$ cat config.mk
export PLATFORM = sky130hd
export DESIGN_NAME = uart_frame_rx
export DESIGN_NICKNAME = d
export VERILOG_FILES = /design/src/rtl/uart_frame_rx.sv
export SDC_FILE = /design/constraint.sdc
export NUM_CORES = 1
export LEC_CHECK = 0
export BUFFER_PORTS_ARGS = -buffer_cell sky130_fd_sc_hd__buf_2
export CAP_MARGIN = 20
export CORE_ASPECT_RATIO = 1.2
export CORE_UTILIZATION = 51
export CTS_BUF_LIST = sky130_fd_sc_hd__clkbuf_4
export DETAILED_ROUTE_END_ITERATION = 8
export PLACE_DENSITY_LB_ADDON = 0.1
export SETUP_SLACK_MARGIN = 0.15
export SLEW_MARGIN = 20
export SYNTH_ARGS = -nofsm -noshare
export SYNTH_HDL_FRONTEND = slang
export SYNTH_SLANG_ARGS = --single-unit
$ cat constraint.sdc
create_clock -name clk -period 3.05 [get_ports clk]
set_input_delay 0.61 -clock clk [delete_from_list [all_inputs] [get_ports clk]]
set_output_delay 0.61 -clock clk [all_outputs]
set_load 0.02 [all_outputs]
$ cat src/rtl/uart_frame_rx.sv
// uart_frame_rx: parses 7-byte remote-player frames (HEADER, x1, y1, x2, y2,
// flags, chk) popped from a UART RX FIFO, publishes the fields of every frame
// whose XOR checksum and reserved flag bits are good, and counts rejects.
module uart_frame_rx #(
  parameter logic [7:0]  HEADER         = 8'hA5,
  parameter int unsigned TIMEOUT_CYCLES = 650000
) (
  input  logic       clk,
  input  logic       rst,
  input  logic       rx_empty,
  input  logic [7:0] r_data,
  output logic       rd_uart,
  output logic [7:0] current_x_1,
  output logic [7:0] current_y_1,
  output logic [7:0] current_x_2,
  output logic [7:0] current_y_2,
  output logic       player1_collision,
  output logic       player2_collision,
  output logic [1:0] selected_player,
  output logic       frame_valid,
  output logic [7:0] err_cnt
);

  typedef enum logic [1:0] {
    IDLE    = 2'd0,
    PAYLOAD = 2'd1,
    CHECK   = 2'd2,
    COMMIT  = 2'd3
  } state_t;

  // Counter value reached on the last idle cycle that still counts as "in time".
  localparam logic [31:0] TMO_LAST = 32'(TIMEOUT_CYCLES - 1);

  state_t      state;
  state_t      state_next;
  logic [2:0]  idx;
  logic [7:0]  csum;
  logic [7:0]  pay [0:4];
  logic [31:0] idle_cnt;
  logic        capture;
  logic        timeout;
  logic        chk_ok;
  logic        load_out;
  logic        err_inc;

  // A byte is taken only when the FIFO has one, no pop is pending and the
  // parser is not busy publishing a frame.
  assign capture = !rx_empty && !rd_uart && (state != COMMIT);
  assign timeout = ((state == PAYLOAD) || (state == CHECK)) && !capture &&
                   (idle_cnt >= TMO_LAST);
  assign chk_ok  = (r_data == csum) && (pay[4][7:4] == 4'd0);

  // State register.
  always_ff @(posedge clk) begin
    if (rst) begin
      state <= IDLE;
    end else begin
      state <= state_next;
    end
  end

  // Next-state decode: header hunt, payload collection, checksum, publish.
  always_comb begin
    state_next = state;
    case (state)
      IDLE: begin
        if (capture && (r_data == HEADER)) begin
          state_next = PAYLOAD;
        end else begin
          state_next = IDLE;
        end
      end
      PAYLOAD: begin
        if (capture && (idx == 3'd4)) begin
          state_next = CHECK;
        end else if (timeout) begin
          state_next = IDLE;
        end else begin
          state_next = PAYLOAD;
        end
      end
      CHECK: begin
        if (capture) begin
          state_next = chk_ok ? COMMIT : IDLE;
        end else if (timeout) begin
          state_next = IDLE;
        end else begin
          state_next = CHECK;
        end
      end
      COMMIT:  state_next = IDLE;
      default: state_next = IDLE;
    endcase
  end

  // Output decode: publish in COMMIT, one error per rejected frame.
  always_comb begin
    load_out = (state == COMMIT);
    if ((state == CHECK) && capture && !chk_ok) begin
      err_inc = 1'b1;
    end else if (timeout) begin
      err_inc = 1'b1;
    end else begin
      err_inc = 1'b0;
    end
  end

  // Byte capture path: pop strobe, payload store, running XOR, idle timer.
  always_ff @(posedge clk) begin
    if (rst) begin
      rd_uart  <= 1'b0;
      idx      <= 3'd0;
      csum     <= 8'd0;
      idle_cnt <= 32'd0;
      for (int i = 0; i < 5; i++) begin
        pay[i] <= 8'd0;
      end
    end else begin
      rd_uart <= capture;
      if (capture || (state == IDLE) || (state == COMMIT)) begin
        idle_cnt <= 32'd0;
      end else begin
        idle_cnt <= idle_cnt + 32'd1;
      end
      if (capture && (state == IDLE) && (r_data == HEADER)) begin
        csum <= HEADER;
        idx  <= 3'd0;
      end else if (capture && (state == PAYLOAD)) begin
        pay[idx] <= r_data;
        csum     <= csum ^ r_data;
        idx      <= idx + 3'd1;
      end else begin
        csum <= csum;
        idx  <= idx;
      end
    end
  end

  // Published fields, frame strobe and saturating reject counter.
  always_ff @(posedge clk) begin
    if (rst) begin
      current_x_1       <= 8'd0;
      current_y_1       <= 8'd0;
      current_x_2       <= 8'd0;
      current_y_2       <= 8'd0;
      player1_collision <= 1'b0;
      player2_collision <= 1'b0;
      selected_player   <= 2'd0;
      frame_valid       <= 1'b0;
      err_cnt           <= 8'd0;
    end else begin
      frame_valid <= load_out;
      if (load_out) begin
        current_x_1       <= pay[0];
        current_y_1       <= pay[1];
        current_x_2       <= pay[2];
        current_y_2       <= pay[3];
        player1_collision <= pay[4][0];
        player2_collision <= pay[4][1];
        selected_player   <= pay[4][3:2];
      end
      if (err_inc && (err_cnt != 8'hFF)) begin
        err_cnt <= err_cnt + 8'd1;
      end
    end
  end

endmodule

# ---- Word level (Yosys, flattened, before mapping)
# Memories as Yosys holds them, arrays and structs flattened. A register that Yosys moved wholly into a read port is not among the register bits.
# Cells that the tools add are included.
dict set report op_classes {
  n_eq_ne 8
  n_bitwise 1
  mux 20
  n_reduce_logical 26
  magnitude_cmp 1
  n_addsub 3
}
# op n
set ops {}
lappend ops {{32-bit by 1-bit adder with 32-bit output, second input constant} 1}
lappend ops {{32-bit by 20-bit greater-or-equal comparator with 1-bit output, second input constant} 1}
lappend ops {{8-bit 2-to-1 mux} 3}
lappend ops {{1-bit logical AND} 13}
lappend ops {{1-bit 2-to-1 mux} 11}
lappend ops {{8-bit by 1-bit adder with 8-bit output, second input constant} 1}
lappend ops {{8-bit equality test} 1}
lappend ops {{8-bit equality test, second input constant} 1}
lappend ops {{2-bit 2-to-1 mux} 4}
lappend ops {{8-bit != test, second input constant} 1}
lappend ops {{2-bit case mux with 4 select lines} 1}
lappend ops {{8-bit OR reduction} 1}
lappend ops {{8-bit XOR} 1}
lappend ops {{2-bit equality test, second input constant} 2}
lappend ops {{1-bit logical NOT} 4}
lappend ops {{4-bit logical NOT} 1}
lappend ops {{2-bit OR reduction} 2}
lappend ops {{3-bit by 1-bit adder with 3-bit output, second input constant} 1}
lappend ops {{3-bit equality test, second input constant} 1}
lappend ops {{1-bit logical OR} 3}
lappend ops {{3-bit 2-to-1 mux} 1}
lappend ops {{2-bit by 1-bit equality test with 1-bit output, second input constant} 1}
lappend ops {{2-bit logical NOT} 1}
lappend ops {{2-bit != test, second input constant} 1}
lappend ops {{2-bit nonzero test} 1}
dict set report word_totals {
  ff_bits 59
  memories 1
  wordCells 71
  inputBits 11
  ram_bits 40
  out_inout_bits 46
}
# name words word_bits rd rd_ports_with_merged_regs wr line
set memory_table {}
lappend memory_table {pay 5 8 5 4 5 38} ;# logic [7:0] pay [0:4];

# ---- Depth between registers and ports, before layout
# Gate-level depths: netlist of the first run.
dict set report depth {
  word_depth 10
  ltp_mapped 11
  mapped_depth_nobuf 8
}

# ---- Worst setup path before layout of the first run
# No wires, ideal clock.
dict set report synth_path {
  path_kind {input-to-reg}
  from {input rx_empty}
  to {memory pay[3][0], enable pin}
  arrival_ns 2.063
  path_slack_ns 0.704
  required_time_ns 2.767
  cell_stages 9
  n_path_buf 3
  setup_ns 0.283
  path_cell_list {nor3_4 > nand4_2 > nand2b_1 > buf_4 > nor3_2 > clkbuf_2 > and3_1 > buf_2 > or2_1}
}
# element line
set synth_rtl {}
lappend synth_rtl {{start: declaration} 10} ;# input logic rx_empty,
lappend synth_rtl {{end: declaration} 38}

==> run_results.csv, run 1 <==
group,metric,value,unit
global_route,grt_overflow,0,
die,fp.dieH,115.0,microns
flow_run,drv_cap,0,
critical_path,critPathBufInv,1,
timing,rsz0062_at_grt,"false",
die,row_count,40,
logic_synthesis,synth_ff_type,"dfxtp_1",
clocking,htreeDepth,4,
clocking,cts_tree,"done",
clocking,clock-sinks,131,
timing,setup_viol,0,
place,gp_congestion,0.7919,
cells_and_area,drive_gt1_share,17.31,%
drt,wl,10.10,mm
timing,setup_tns,0,ns
clocking,cts-resized-gates,0,
cells_and_area,antennaDiodeCount,0,
drt,detail-route-antenna-nets,0,
timing,setup_slack,0.6289,ns
timing,maxSlewViolCount,0,
min_path,hp-class,"in2reg",
logic_synthesis,yosysWarningCount,0,
power,power_density,547.5,mW/mm^2
global_route,grt_use_total,20.14,%
critical_path,path_cells,"ha_2, nor3_4, nand4_2, nand2b_1, nor3_2, buf_4, and3_1, or2_2",
timing,holdWs,0.3319,ns
global_route,antenna_found_initial,0,
clocking,cts_hold_buffers,0,
clocking,cts_setup_buffers,0,
logic_synthesis,synth.distinct_cells,48,
outcome,status,"complete, no violations",
timing,max_freq,0.4130,GHz
cells_and_area,areaGrowthSynthToFinish,14.32,%
drt,route.detailed.drc,0,
die,fp.coreArea,0.01016,sq mm
global_route,grt_pass1_wl,16.88,mm
logic_synthesis,syn-num-nets,542,
critical_path,crit_family,"simple AND/OR/NAND/NOR gates",
place,port-buffer-count,56,
timing,worstMarginPinSlew,0.5962,ns
clocking,cts_buffers,17,
drt,viasPerCell,5.288,
place,place_area,0.005818,sq mm
clocking,root_buffer,"clkbuf_4",
critical_path,critical_path_class,"reg2reg",
critical_path,max_stage_delay,0.40,ns
place,post-place-ws,0.4778,ns
critical_path,worstPathArrival,2.67,ns
logic_synthesis,synth-seq-cells,131,
critical_path,worstPathMaxFanout,12,
clocking,cts.reportedPaths.clkPinSlew,0.10,ns
timing,skew,0.01892,ns
critical_path,crit_slowest_cell,"or2_2",
cells_and_area,final_nets,601,
drt,vias,3813,
power,leakagePower,2.358,nW
die,die_area,0.01106,sq mm
logic_synthesis,postSynthAreaPerCell,10.38,sq um
logic_synthesis,netlist_area,0.005426,sq mm
logic_synthesis,syn_inst,523,
power,peakVddDrop,0.0003021,V
global_route,grt_max_degree,59,
die,start_util,53.41,%
logic_synthesis,synthArstFlopShare,0,%
clocking,clk_path_buf_depth,2,
clocking,insertion_delay,0.52,ns
drt,drt-initial-drc-count,180,
timing,fin_crit,2.421,ns
die,die_x,96.17,microns
global_route,grt_pass1_vias,3629,
logic_synthesis,synth_top_area_cell,"dfxtp_1",
critical_path,endpoint_kind,"register",
logic_synthesis,yosysMostFrequentCell,"dfxtp_1",
logic_synthesis,synth-edff-count,40,
logic_synthesis,synth_area_leaders,"dfxtp_1 34%, edfxtp_1 22%, mux2i_1 6.8%",
place,dp_hpwl,6.817,mm
critical_path,crit_path_start_kind,"register",
timing,hold_viol_final,0,
drt,first_pass_iters,4,
timing,slew_headroom,60.26,%
drt,wl_per_cell,14.01,microns
place,dp_cells,689,
logic_synthesis,synth_top_area_share,33.57,%
logic_synthesis,synth_common_cells,"91 x dfxtp_1, 81 x nor2_1, 40 x edfxtp_1",
logic_synthesis,synth-seq-area-share,55.71,%
die,io_pins,57,
timing,finalCritPeriodShare,79.38,%
critical_path,required,3.30,ns
cells_and_area,design_area,0.006203,sq mm
cells_and_area,layout.cells.non_filler,721,
layout by cell type (no fill, tap or decap), types with 2 or more instances in the layout:
master / instances
edfxtp_1: 40
xnor2_1: 16
and3_1: 15
and4_1: 5
nor4_1: 5
clkinv_1: 3
clkbuf_4: 20
mux2i_1: 37
and2_1: 34
or3_1: 7
ha_1: 7
nor2_1: 81
inv_1: 9
o21ai_0: 9
buf_4: 7
nor2b_1: 2
nand2_1: 35
nor3_1: 10
buf_2: 56
bufinv_16: 7
dfxtp_1: 91
or2_1: 2
nand3_1: 17
o31ai_1: 2
or2_2: 3
a21oi_1: 14
xor2_1: 29
nand4_1: 9
flip-flops by register name, summed over array words and instances, names as in the netlist:
register / cells
pay: 40
idle_cnt: 32
csum: 8
current_x_1: 8
current_x_2: 8
current_y_1: 8
current_y_2: 8
err_cnt: 8
idx: 3
selected_player: 2
state: 2
frame_valid: 1
player1_collision: 1
player2_collision: 1
rd_uart: 1
cells by family after synthesis:
kind of cell / after synthesis / synth area share [%]
simple gates: 236 / 22.07
fa+ha+maj: 8 / 1.845
compound gates: 33 / 3.597
mux: 38 / 7.033
xor+xnor: 45 / 7.263
flops: 131 / 55.71
buf+inv: 32 / 2.490
metrics by stage:
| step | total power, mW | util [%] |
|---|---|---|
| 6_report | 3.396 | 61.06 |
| 3_3_place_gp | 1.920 | 57.27 |
| 3_5_place_dp | 1.922 | 57.27 |
| 2_1_floorplan | 1.887 | - |
| 5_1_grt | 3.514 | 61.06 |
| 4_1_cts | 3.438 | 61.05 |
per-layer routing:
| metal | global-route usage, % | share of wire [%] | up-vias |
|---|---|---|---|
| met5 | 0 | 0 | - |
| met4 | 8.259 | 1.2 | 0 |
| met3 | 6.019 | 3.4 | 12 |
| met2 | 34.00 | 51 | 74 |
| met1 | 23.66 | 44 | 1811 |
| li1 | - | - | 1916 |
report_power, final:
part / total (mW) / internal [mW] / switching [mW]
logic: 0.0654 / 0.0175 / 0.0479
clock network: 1.52 / 0.917 / 0.599
registers: 1.82 / 1.81 / 0.00735
final cells by class:
class / instances / area (sq um)
tap: 126 / 157.7
multi-input combinational: 360 / 2272
clock buffer: 20 / 150.1
sequential: 131 / 3023
inverter: 9 / 33.78
timing repair buffer: 63 / 332.8
fill: 901 / 3956
clock inverter: 12 / 234.0
final timing paths:
| check | start | to | slack [ns] | depth (start not counted) |
|---|---|---|---|---|
| hold / removal | rst | csum[0]$_SDFFE_PP0P_ | 0.33 | 2 |
| hold reg to reg | idle_cnt[0]$_SDFF_PP0_ | idle_cnt[0]$_SDFF_PP0_ | 0.44 | 1 |
| setup / recovery | state[1]$_SDFF_PP0_ | pay[1][3]$_SDFFCE_PN0P_ | 0.63 | 8 |
| setup reg to reg | state[1]$_SDFF_PP0_ | pay[1][3]$_SDFFCE_PN0P_ | 0.63 | 8 |
No activity file was read; power rests on OpenSTA's default activity.
==> run 2, diff against run 1 <==
clock period = 2.5 ns   (was 3.05 ns; I/O delays follow)
==> run_results.csv, run 2 (synthesized netlist as in run 1, its figures left out) <==
group,metric,value,unit
power,power_density,637.1,mW/mm^2
global_route,grt_max_degree,60,
timing,max_freq,0.4557,GHz
global_route,grt_pass1_wl,16.70,mm
drt,drt-initial-drc-count,194,
clocking,insertion_delay,0.52,ns
clocking,clock-sinks,131,
cells_and_area,layout_commonest_cell,"dfxtp_1",
power,power.total,3.980,mW
cells_and_area,final_nets,608,
critical_path,critPathBufInv,0,
global_route,grt_pass1_vias,3622,
die,fp.coreArea,0.01016,sq mm
outcome,status,"complete, no violations",
cells_and_area,drive_gt1_share,19.10,%
drt,wl,10.31,mm
die,row_count,40,
cells_and_area,regMostFlops,"pay",
drt,detail-route-antenna-nets,0,
critical_path,critical_path_class,"reg2reg",
critical_path,crit_slowest_cell,"a311oi_2",
place,place_area,0.005871,sq mm
cells_and_area,antennaDiodeCount,0,
die,die_area,0.01106,sq mm
critical_path,path_cells,"ha_1, a31oi_1, nand2_1, a311oi_2, o22a_2, nor3_1, mux2_2",
min_path,hp-class,"in2reg",
drt,route.detailed.drc,0,
drt,wl_per_cell,14.16,microns
timing,fin_crit,2.194,ns
global_route,antenna_found_initial,0,
critical_path,worstPathArrival,2.61,ns
cells_and_area,areaGrowthSynthToFinish,15.13,%
cells_and_area,layout.cells.non_filler,728,
clocking,clk_path_buf_depth,2,
die,start_util,53.41,%
place,dp_hpwl,7.147,mm
clocking,cts_buffers,17,
timing,maxSlewViolCount,0,
place,dp_cells,696,
place,port-buffer-count,56,
timing,skew,0.01351,ns
place,gp_congestion,0.7728,
flow_run,drv_cap,0,
power,leakagePower,2.364,nW
timing,rsz0062_at_grt,"false",
timing,setup_viol,0,
critical_path,crit_family,"compound AO/OA/AOI/OAI gates",
die,fp.dieH,115.0,microns
cells_and_area,mostFrequentLayoutCells,"91 x dfxtp_1, 81 x nor2_1, 56 x buf_2",
timing,hold_viol_final,0,
clocking,cts_setup_buffers,0,
clocking,root_buffer,"clkbuf_4",
critical_path,crit_path_start_kind,"register",
global_route,grt_use_total,20.17,%
critical_path,worstPathMaxFanout,13,
timing,setup_tns,0,ns
clocking,cts_hold_buffers,0,
die,die_x,96.17,microns
critical_path,max_stage_delay,0.43,ns
clocking,htreeDepth,4,
timing,finalCritPeriodShare,87.77,%
cells_and_area,top_regs,"pay (40), idle_cnt (32)",
drt,vias,3817,
global_route,grt_overflow,0,
cells_and_area,largest_reg_flops,40,
die,io_pins,57,
timing,slew_headroom,58.71,%
drt,viasPerCell,5.243,
clocking,cts.reportedPaths.clkPinSlew,0.11,ns
clocking,cts_tree,"done",
critical_path,endpoint_kind,"register",
cells_and_area,design_area,0.006247,sq mm
power,peakVddDrop,0.0003201,V
critical_path,required,2.91,ns
timing,worstMarginPinSlew,0.6193,ns
drt,first_pass_iters,4,
[run 2: changes by cell type in the layout (fill, tap and decap cells not counted), moves of 2 or more]
cell / previous run / this run
clkinvlp_4: 1 / 4
bufinv_16: 7 / 5
clkbuf_4: 20 / 18
buf_4: 7 / 14
[run 2: routing by layer]
layer | up-vias | GRT usage, % | routed length [microns]
met5 | - | 0 | 0
met1 | 1812 | 22.37 | 4382
li1 | 1927 | - | -
met3 | 15 | 5.886 | 372
met2 | 63 | 35.65 | 5403
met4 | 0 | 8.259 | 153
[run 2: final cells by class]
| type | count | area, sq um |
|---|---|---|
| Fill cell | 893 | 3913 |
| Multi-Input combinational cell | 360 | 2302 |
| Clock inverter | 14 | 210.2 |
| Tap cell | 126 | 157.7 |
| Timing Repair Buffer | 70 | 385.4 |
| Sequential cell | 131 | 3023 |
| Inverter | 9 | 33.78 |
| Clock buffer | 18 | 135.1 |
[run 2: final timing paths]
check / slack (ns) / endpoint / cells past startpoint / startpoint
max reg2reg: 0.31 / err_cnt[5]$_SDFFE_PP0P_ / 7 / idle_cnt[0]$_SDFF_PP0_
min: 0.36 / rd_uart$_SDFF_PP0_ / 3 / rx_empty
max: 0.31 / err_cnt[5]$_SDFFE_PP0P_ / 7 / idle_cnt[0]$_SDFF_PP0_
min reg2reg: 0.45 / idle_cnt[0]$_SDFF_PP0_ / 1 / idle_cnt[0]$_SDFF_PP0_
[run 2: through the flow]
| step | setup WS, ns | hold slack (ns) | utilization (%) |
|---|---|---|---|
| 3_3_place_gp | 0.2220 | 0.4219 | 57.78 |
| 4_1_cts | 0.1967 | 0.3296 | 61.24 |
| 5_1_grt | 0.1583 | 0.3453 | 61.49 |
| 6_report | 0.3057 | 0.3627 | 61.49 |
| 3_5_place_dp | 0.1390 | 0.4385 | 57.78 |
| 2_1_floorplan | 0.1831 | 0.4129 | - |
[run 2: timing repair]
action / CTS / global route
endpoints found under the setup margin: 1 / 32
endpoints found under the hold margin: 0 / 0
pin swaps: 0 / 1
resized for setup: 1 / 5
[run 2: power by group]
part           switching (mW)  leakage, nW  internal [mW]  total (mW)
Combinational          0.0651         1.05         0.0295      0.0946
Clock                   0.771        0.170          0.900        1.67
Sequential            0.00834         1.15           2.21        2.21
[run 2: worst register-to-register path, stage by stage, from the launching register on]
cell and delay (ns):
dfxtp_1 0.34, ha_1 0.25, a31oi_1 0.25, nand2_1 0.11, a311oi_2 0.43, o22a_2 0.37
nor3_1 0.09, mux2_2 0.27
==> run 3, diff against run 2 <==
CELL_PAD_IN_SITES_DETAIL_PLACEMENT = 0   (was default)
CELL_PAD_IN_SITES_GLOBAL_PLACEMENT = 1   (was default)
CORE_UTILIZATION = 48   (was 51)
==> run_results.csv, run 3 (synthesized netlist as in run 1, its figures left out) <==
group,metric,value,unit
outcome,status,"complete, no violations",
place,dp_hpwl,7.172,mm
drt,vias,3773,
clocking,cts-resized-gates,0,
drt,viasPerCell,5.140,
die,fp.dieH,118.5,microns
power,power_density,586.3,mW/mm^2
power,p_comb_share,2.4,%
die,fp.coreArea,0.01104,sq mm
die,start_util,49.17,%
power,pwr-share-clk,36.1,%
timing,hold_viol_final,0,
cells_and_area,final_core_util,55.65,%
critical_path,worstPathArrival,2.34,ns
clocking,cts_hold_buffers,0,
timing,slew_headroom,60.54,%
global_route,grt_use_total,18.37,%
clocking,clk_path_buf_depth,2,
clocking,cts_buffers,17,
power,pwr-share-seq,61.5,%
die,io_pins,57,
timing,max_freq,0.4711,GHz
global_route,antenna_found_initial,1,
timing,worstMarginPinSlew,0.5918,ns
global_route,grt_pass1_vias,3621,
drt,wl_per_cell,13.83,microns
power,intPower,2.732,mW
power,leakagePower,2.322,nW
timing,setup_tns,0,ns
global_route,grt_pass1_wl,16.84,mm
clocking,clock-sinks,131,
cells_and_area,areaGrowthSynthToFinish,13.17,%
timing,finalCritPeriodShare,84.90,%
place,port-buffer-count,56,
global_route,grt_max_degree,38,
place,place_area,0.005871,sq mm
critical_path,worstPathMaxFanout,9,
place,post-place-ws,0.2548,ns
cells_and_area,regMostFlops,"pay",
clocking,cts_tree,"done",
min_path,hp-class,"in2reg",
timing,setup_slack,0.3775,ns
clocking,root_buffer,"clkbuf_4",
clocking,htreeDepth,4,
timing,rsz0062_at_grt,"false",
power,switching_share,24.13,%
cells_and_area,design_area,0.006141,sq mm
critical_path,endpoint_kind,"register",
critical_path,critical_path_class,"reg2reg",
cells_and_area,mostFrequentLayoutCells,"91 x dfxtp_1, 81 x nor2_1, 56 x buf_2",
power,switchingPower,868.7,uW
global_route,grt_overflow,0,
die,row_count,42,
flow_run,drv_cap,0,
power,peakVddDrop,0.0002584,V
cells_and_area,layout.cells.non_filler,734,
drt,drt-initial-drc-count,130,
cells_and_area,final_nets,607,
die,die_area,0.01174,sq mm
cells_and_area,nFillCells,1016,
cells_and_area,top_regs,"pay (40), idle_cnt (32)",
cells_and_area,largest_reg_flops,40,
cells_and_area,register_area,0.003023,sq mm
drt,route.detailed.drc,0,
drt,first_pass_iters,5,
timing,maxSlewViolCount,0,
cells_and_area,layout_commonest_cell,"dfxtp_1",
cells_and_area,multi_input_area,0.002277,sq mm
place,dp_cells,701,
critical_path,crit_path_start_kind,"register",
drt,wl,10.15,mm
timing,setup_viol,0,
timing,fin_crit,2.123,ns
drt,detail-route-antenna-nets,0,
clocking,cts_setup_buffers,0,
critical_path,required,2.72,ns
cells_and_area,drive_gt1_share,18.47,%
clocking,cts.reportedPaths.clkPinSlew,0.11,ns
clocking,insertion_delay,0.52,ns
timing,skew,0.01647,ns
die,die_x,99.06,microns
place,gp_congestion,0.7595,
run 3: cell types whose count changed in the layout (fill, tap and decap cells not counted), sizes merged:
cell,previous run,this run
inv,10,13
diode,0,1
buf,70,69
clkbuf,18,17
clkinv,4,6
bufinv,5,1
run 3: layout make-up:
cell class	count	share of cell area, %
flip-flops and latches	131	49.23
multi-input cells	360	37.08
repair buffers	69	6.153
well taps	132	2.689
clock inverters	15	2.180
clock buffers	17	2.078
inverters	9	0.5501
diodes	1	0.04075
run 3: worst paths after layout:
kind                                        startpoint                 endpoint  slack, ns  cells after the start
worst max-delay path               state[0]$_SDFF_PP0_  pay[2][6]$_SDFFCE_PN0P_       0.38                      8
worst min-delay path                         r_data[6]     csum[6]$_SDFFE_PP0P_       0.37                      4
worst max register to register     state[0]$_SDFF_PP0_  pay[2][6]$_SDFFCE_PN0P_       0.38                      8
worst min register to register  idle_cnt[0]$_SDFF_PP0_   idle_cnt[0]$_SDFF_PP0_       0.45                      1
run 3: power by group through the flow:
stage	Combinational, mW	Clock (mW)	Sequential, mW
2_1_floorplan	0.0420	0	2.26
3_3_place_gp	0.0847	0	2.26
3_5_place_dp	0.0869	0	2.26
4_1_cts	0.0874	1.35	2.22
5_1_grt	0.0930	1.45	2.22
6_report	0.0854	1.30	2.21
run 3: stage by stage:
step / hold slack [ns] / power [mW]
6_report: 0.3740 / 3.600
5_1_grt: 0.3600 / 3.763
4_1_cts: 0.3493 / 3.657
3_5_place_dp: 0.4345 / 2.350
3_3_place_gp: 0.4218 / 2.348
2_1_floorplan: 0.4129 / 2.303
run 3: metal layers:
layer	GRT usage (%)	vias up	share of wire [%]
met5	0	-	0
met4	7.721	0	1.5
met2	31.99	61	51
met1	21.39	1769	45
li1	-	1929	-
met3	4.554	14	3.0
run 3: critical path, stage by stage, from the launching register on:
cell and delay [ns]:
dfxtp_1 0.38, inv_1 0.07, ha_1 0.24, and4b_1 0.19, nand4_2 0.09, nand2b_1 0.09, nor3_2 0.21, and3_1 0.31
or2_2 0.25
